`config.mk`:
```
export PLATFORM = sky130hd
export DESIGN_NAME = chip_serializer_iq
export DESIGN_NICKNAME = d
export VERILOG_FILES = /design/src/rtl/chip_serializer_iq.sv
export SDC_FILE = /design/constraint.sdc
export NUM_CORES = 1
export LEC_CHECK = 0
export CAP_MARGIN = 20
export CORE_MARGIN = 2
export CORE_UTILIZATION = 55
export DETAILED_ROUTE_END_ITERATION = 8
export PLACE_DENSITY = 0.75
export SKIP_LAST_GASP = 1
export SLEW_MARGIN = 5
export SYNTH_ARGS = -nofsm -noshare
export SYNTH_HDL_FRONTEND = slang
export SYNTH_SLANG_ARGS = --single-unit
```
`constraint.sdc`:
```
create_clock -name clk -period 2.7 [get_ports clk]
set_input_delay 0.54 -clock clk [delete_from_list [all_inputs] [get_ports clk]]
set_output_delay 0.54 -clock clk [all_outputs]
set_load 0.05 [all_outputs]
```
`src/rtl/chip_serializer_iq.sv`:
```
// chip_serializer_iq: maps 802.15.4 data symbols to 32-chip PN sequences
// and serialises them onto offset I/Q chip outputs (O-QPSK). Even chips go to
// i_chip and odd chips go to q_chip. Chip edges are spaced CLK_PER_CHIP
// cycles apart. This spacing gives Q its one-chip offset relative to I.
module chip_serializer_iq #(
  parameter int CLK_PER_CHIP = 5
) (
  input  logic       clk,
  input  logic       reset,
  input  logic [3:0] sym_in,
  input  logic       sym_valid,
  output logic       sym_ready,
  output logic       i_chip,
  output logic       q_chip,
  output logic       chip_strobe,
  output logic [4:0] chip_idx,
  output logic       busy
);

  typedef enum logic {IDLE, RUN} state_t;

  localparam logic [2:0] CNT_LAST = 3'(CLK_PER_CHIP - 1);
  // Symbol 0 chip string, index 0 = c0 = first chip on air.
  localparam logic [0:31] SYM0_CHIPS = 32'b11011001110000110101001000101110;

  state_t      state_reg, state_next;
  logic [2:0]  cnt_reg, cnt_next;
  logic [4:0]  idx_reg, idx_next;
  logic [31:0] chips_reg, chips_next;
  logic        i_reg, i_next;
  logic        q_reg, q_next;
  logic        strobe_reg, strobe_next;
  logic [4:0]  chip_idx_reg, chip_idx_next;
  logic        busy_reg, busy_next;

  logic [31:0] sym_chips;
  logic        chip_edge;
  logic        last_chip;
  logic        accept;

  // Symbol k (0..7) is symbol 0 rotated right by 4k chips. Symbols 8..15
  // also invert every odd-indexed chip. The 5-bit subtraction wraps mod 32.
  genvar gi;
  generate
    for (gi = 0; gi < 32; gi++) begin : g_map
      localparam logic ODD = 1'(gi % 2);
      logic [4:0] src;
      assign src = 5'(gi) - {sym_in[2:0], 2'b00};
      assign sym_chips[gi] = SYM0_CHIPS[src] ^ (sym_in[3] & ODD);
    end
  endgenerate

  assign chip_edge = (state_reg == RUN) && (cnt_reg == CNT_LAST);
  assign last_chip = chip_edge && (idx_reg == 5'd31);
  // Ready in IDLE, or on the last chip edge so back-to-back symbols add no gap.
  assign sym_ready = (state_reg == IDLE) || last_chip;
  assign accept    = sym_valid && sym_ready;

  assign i_chip      = i_reg;
  assign q_chip      = q_reg;
  assign chip_strobe = strobe_reg;
  assign chip_idx    = chip_idx_reg;
  assign busy        = busy_reg;

  // State and output registers; reset wins over any handshake or chip edge.
  always_ff @(posedge clk) begin
    if (!reset) begin
      state_reg    <= IDLE;
      cnt_reg      <= 3'd0;
      idx_reg      <= 5'd0;
      chips_reg    <= 32'd0;
      i_reg        <= 1'b0;
      q_reg        <= 1'b0;
      strobe_reg   <= 1'b0;
      chip_idx_reg <= 5'd0;
      busy_reg     <= 1'b0;
    end else begin
      state_reg    <= state_next;
      cnt_reg      <= cnt_next;
      idx_reg      <= idx_next;
      chips_reg    <= chips_next;
      i_reg        <= i_next;
      q_reg        <= q_next;
      strobe_reg   <= strobe_next;
      chip_idx_reg <= chip_idx_next;
      busy_reg     <= busy_next;
    end
  end

  // Next-state logic: prescaler, chip issue and symbol hand-off.
  always_comb begin
    state_next    = state_reg;
    cnt_next      = cnt_reg;
    idx_next      = idx_reg;
    chips_next    = chips_reg;
    i_next        = i_reg;
    q_next        = q_reg;
    strobe_next   = 1'b0;
    chip_idx_next = chip_idx_reg;

    case (state_reg)
      IDLE: begin
        // Outputs settle to 0 one edge after the last chip has been held.
        i_next = 1'b0;
        q_next = 1'b0;
        if (accept) begin
          chips_next = sym_chips;
          cnt_next   = 3'd0;
          idx_next   = 5'd0;
          state_next = RUN;
        end
      end
      RUN: begin
        if (!chip_edge) begin
          cnt_next = cnt_reg + 3'd1;
        end else begin
          cnt_next      = 3'd0;
          strobe_next   = 1'b1;
          chip_idx_next = idx_reg;
          if (idx_reg[0]) q_next = chips_reg[idx_reg];
          else            i_next = chips_reg[idx_reg];
          // idx wraps 31 -> 0 naturally, ready for a chained symbol.
          idx_next = idx_reg + 5'd1;
          if (last_chip) begin
            if (accept) chips_next = sym_chips;
            else        state_next = IDLE;
          end
        end
      end
      default: state_next = IDLE;
    endcase

    busy_next = (state_next == RUN);
  end

endmodule

```
==> results.md <==
| Metric | This run | Unit |
|:---|:---|:---|
| Result of the run | finished clean | - |
| Max_slew headroom | 67.0 | % |
| Overall Global Routing Usage | 22.4 | % |
| CTS Sinks | 49 | - |
| Clock tree root buffer cell | sky130_fd_sc_hd__clkbuf_8 | - |
| Cell internal power dissipation | 1180 | uW |
| Worst Clk Skew | 0.00533 | ns |
| Worst hold path class | flip-flop to flip-flop | - |
| Worst EP required | 2.16 | ns |
| Number of enable-type register cells in the synthesized netlist | 0 | - |
| Flop and latch count out of synthesis | 49 | - |
| Net switching power | 415 | uW |
| Period Utilization, post-route | 83.2 | % |
| Layout cell share with drive strength beyond 1 | 5.83 | % |
| CP Class | flip-flop to output port | - |
| Buffer count from post-CTS setup fixing | 0 | - |
| TritonCTS clock tree | built | - |
| Clock H-tree levels | 2 | - |
| Proportion of register bits with asynchronous set or reset after synthesis | 0 | % |
| Post-Place Cell Area | 2780 | um2 |
| Synth Instances | 316 | - |
| Max-cap check violation count | 0 | - |
| Largest net degree at the start of global routing | 46 | - |
| Last weighted congestion value of the routability-driven placer | 0.842 | - |
| Clock input transition at the sequential cells of the worst setup and hold paths | 0.09 | ns |
| Net switching fraction of the power | 26.1 | % |
| Worst Max-Slew Pin Slew | 0.493 | ns |
| Data arrival time of the worst path | 1.71 | ns |
| Count of hold-fix buffers inserted at cts | 0 | - |
| Total Die Area | 5270 | um2 |
| Endpoints failing hold | 0 | - |
| Total negative setup slack | 0 | ns |
| Finished Cell Area | 2890 | um2 |
| CTS Buf Count | 5 | - |
| Cell area after synthesis | 2590 | um2 |
| Effective utilization at floorplan | 58.3 | % |
| Number of search-and-repair iterations in the first detailed-routing pass | 4 | - |
| Time the final worst path needs with I/O delays and setup | 2.25 | ns |
| Cells resized by post-CTS repair | 0 | - |
| Global-route wire length before repair | 9.29 | mm |
| Number of DRC markers after the initial detailed-route iteration | 92 | - |
| Per-cell via count in the routed design | 5.65 | - |
| Combinational cell fraction of total power | 16.4 | % |
| Register Area | 981 | um2 |
| Startpoint class of the critical path | flip-flop | - |
| Number of I/O port buffers | 16 | - |
| Die Ht | 72.6 | um |
| Max Clk Rate | 445 | MHz |
| Maximum cell stage delay along the critical path | 0.44 | ns |
| Die W | 72.6 | um |
| Worst ir drop on vdd | 308 | uV |
| Final wirelength | 5.45 | mm |
| Largest register FFs | 32 | - |
| Number of failing setup endpoints in the final timing report | 0 | - |
| Antenna violations before repair | 0 | - |
| Num rows | 24 | - |
| Cell Pwr Density | 550 | nW/um2 |
| Fraction of power consumed by the clock network | 34.2 | % |
| Yosys cell types | 38 | - |
| Via count of the first global-routing pass | 1,996 | - |
| Ordered list of cells on the worst path | ha_1, and3_1, ha_1, nand3_1, nand2_1, buf_12 | - |
| Share of synthesized area occupied by flip-flops and latches | 37.9 | % |
| Critical path fanouts, max | 7 | - |
| GRT overflow | 0 | - |
| Crit. End Element | output port | - |
| Cell occurring most often along the worst timing path | sky130_fd_sc_hd__ha_1 | - |
| Diodes inserted | 0 | - |
| Most used flip-flop cell after synthesis | sky130_fd_sc_hd__dfxtp_1 | - |
| Vias after detailed routing | 2,134 | - |
| Portion of total power attributed to sequential cells | 49.4 | % |
| Ports placed on the boundary | 17 | - |
| Clock tree buffer depth | 2 | - |
| Synth Net Count | 332 | - |
| Remaining number of nets flagged by the antenna check after routing | 0 | - |
| Nets | 341 | - |
| Synth Warn # | 0 | - |
| Number of filler instances in the final layout | 393 | - |
| Signed area change from the synthesized netlist to the final layout | 11.7 | % |
| Average cell area after synthesis | 8.20 | um2 |
| Multi-input gate area in the final layout | 1460 | um2 |
| Total leakage power | 0.00106 | uW |
| DRC errors left | 0 | - |
| Clk Latency, worst-skew pair | 0.31 | ns |
| Routed len/inst | 14.4 | um |
| Unrepaired setup endpoints after global routing | no | - |
| Placeable core area | 4440 | um2 |
| Cell with the largest stage delay on the worst path | sky130_fd_sc_hd__dfxtp_1 | - |
| Count of pins over their slew limit | 0 | - |
| DPL Wire Length | 3.75 | mm |
## critical path, delay by kind of cell (launching register included)
kind	cells	cell delay, ns
buffers and inverters	1	0.15
and+or+nand+nor	3	0.46
DFF	1	0.44
adders and majority gates	2	0.37
## layer usage
layer  global-route usage, %  up-vias  part of all wire [%]
met5                       0        -                     0
met4                    8.02        0                   1.8
met3                    3.73        8                   3.9
met2                    38.3       43                    49
met1                    28.6      980                    45
li1                        -     1103                     -
## final cells by class
class	instances	share of cell area, %
clock buffers	7	2.98
inverters	9	1.17
clock inverters	1	1.04
multi-input cells	235	50.4
repair buffers	25	8.22
flip-flops and latches	49	33.9
well taps	52	2.25
## synth_stat cells, types with 2 or more instances
master	count	area share [%]
sky130_fd_sc_hd__dfxtp_1	49	38
sky130_fd_sc_hd__nor2_1	38	5.5
sky130_fd_sc_hd__xnor2_1	21	7.1
sky130_fd_sc_hd__a22oi_1	8	2.3
sky130_fd_sc_hd__a21oi_1	37	7.1
sky130_fd_sc_hd__nand2_1	40	5.8
sky130_fd_sc_hd__a211oi_1	15	4.3
sky130_fd_sc_hd__inv_1	8	1.2
sky130_fd_sc_hd__and2_1	3	0.72
sky130_fd_sc_hd__o2111ai_1	2	0.68
sky130_fd_sc_hd__mux2i_1	21	8.1
sky130_fd_sc_hd__ha_1	9	4.3
sky130_fd_sc_hd__nor2b_1	5	1.2
sky130_fd_sc_hd__nand2b_1	2	0.48
sky130_fd_sc_hd__buf_2	5	0.97
sky130_fd_sc_hd__nand3_1	2	0.39
sky130_fd_sc_hd__nor3_1	10	1.9
sky130_fd_sc_hd__o31ai_1	2	0.58
sky130_fd_sc_hd__o21ai_0	5	0.97
sky130_fd_sc_hd__clkbuf_1	16	2.3
## power by group through the flow
stage / clock network [uW] / registers [uW] / logic [uW]
after floorplan: 0 / 801 / 191
after global placement: 0 / 800 / 255
after detailed placement: 0 / 802 / 259
after CTS: 553 / 785 / 261
after global routing: 582 / 790 / 292
final: 544 / 785 / 261
## through the flow
stage                     total power, uW  instances  util (%)  setup WS (ns)  hold slack, ns
after floorplan                       991        316         -          0.447           0.432
after global placement               1060        370      62.5          0.362           0.440
after detailed placement             1060        370      62.5          0.306           0.449
after CTS                            1600        378      65.1          0.449           0.460
after global routing                 1660        378      65.1          0.253           0.473
final                                1590        378      65.1          0.454           0.458
## layout by cell type (no fill, tap or decap), drive strengths merged, types with 2 or more instances in the layout
cell,n
nor2,38
o21ai,6
clkbuf,7
buf,10
nand3,2
ha,9
and2,3
o2111ai,2
o31ai,2
a22oi,8
mux2i,21
a21oi,37
nor3,10
nand2,40
nand2b,2
clkdlybuf4s50,15
nor2b,5
dfxtp,49
inv,9
xnor2,21
a211oi,15
## logic make-up after synthesis
group                    synth area share (%)
AND/OR/NAND/NOR                          17.2
AO/OA/AOI/OAI                            19.2
flip-flops                               37.9
buffers and inverters                    5.80
XOR/XNOR                                 7.44
multiplexers                             8.12
adder cells (fa/ha/maj)                  4.35
## path summary, 6_finish.rpt
check / start / end / slack, ns / depth (start not counted)
hold reg to reg: chips_reg[5] / chips_reg[5] / 0.46 / 2
setup reg to reg: idx_reg[1] / chips_reg[10] / 0.48 / 9
hold / removal: chips_reg[5] / chips_reg[5] / 0.46 / 2
setup / recovery: idx_reg[1] / sym_ready / 0.45 / 6
Note: power is estimated with default switching activity, not from simulation.
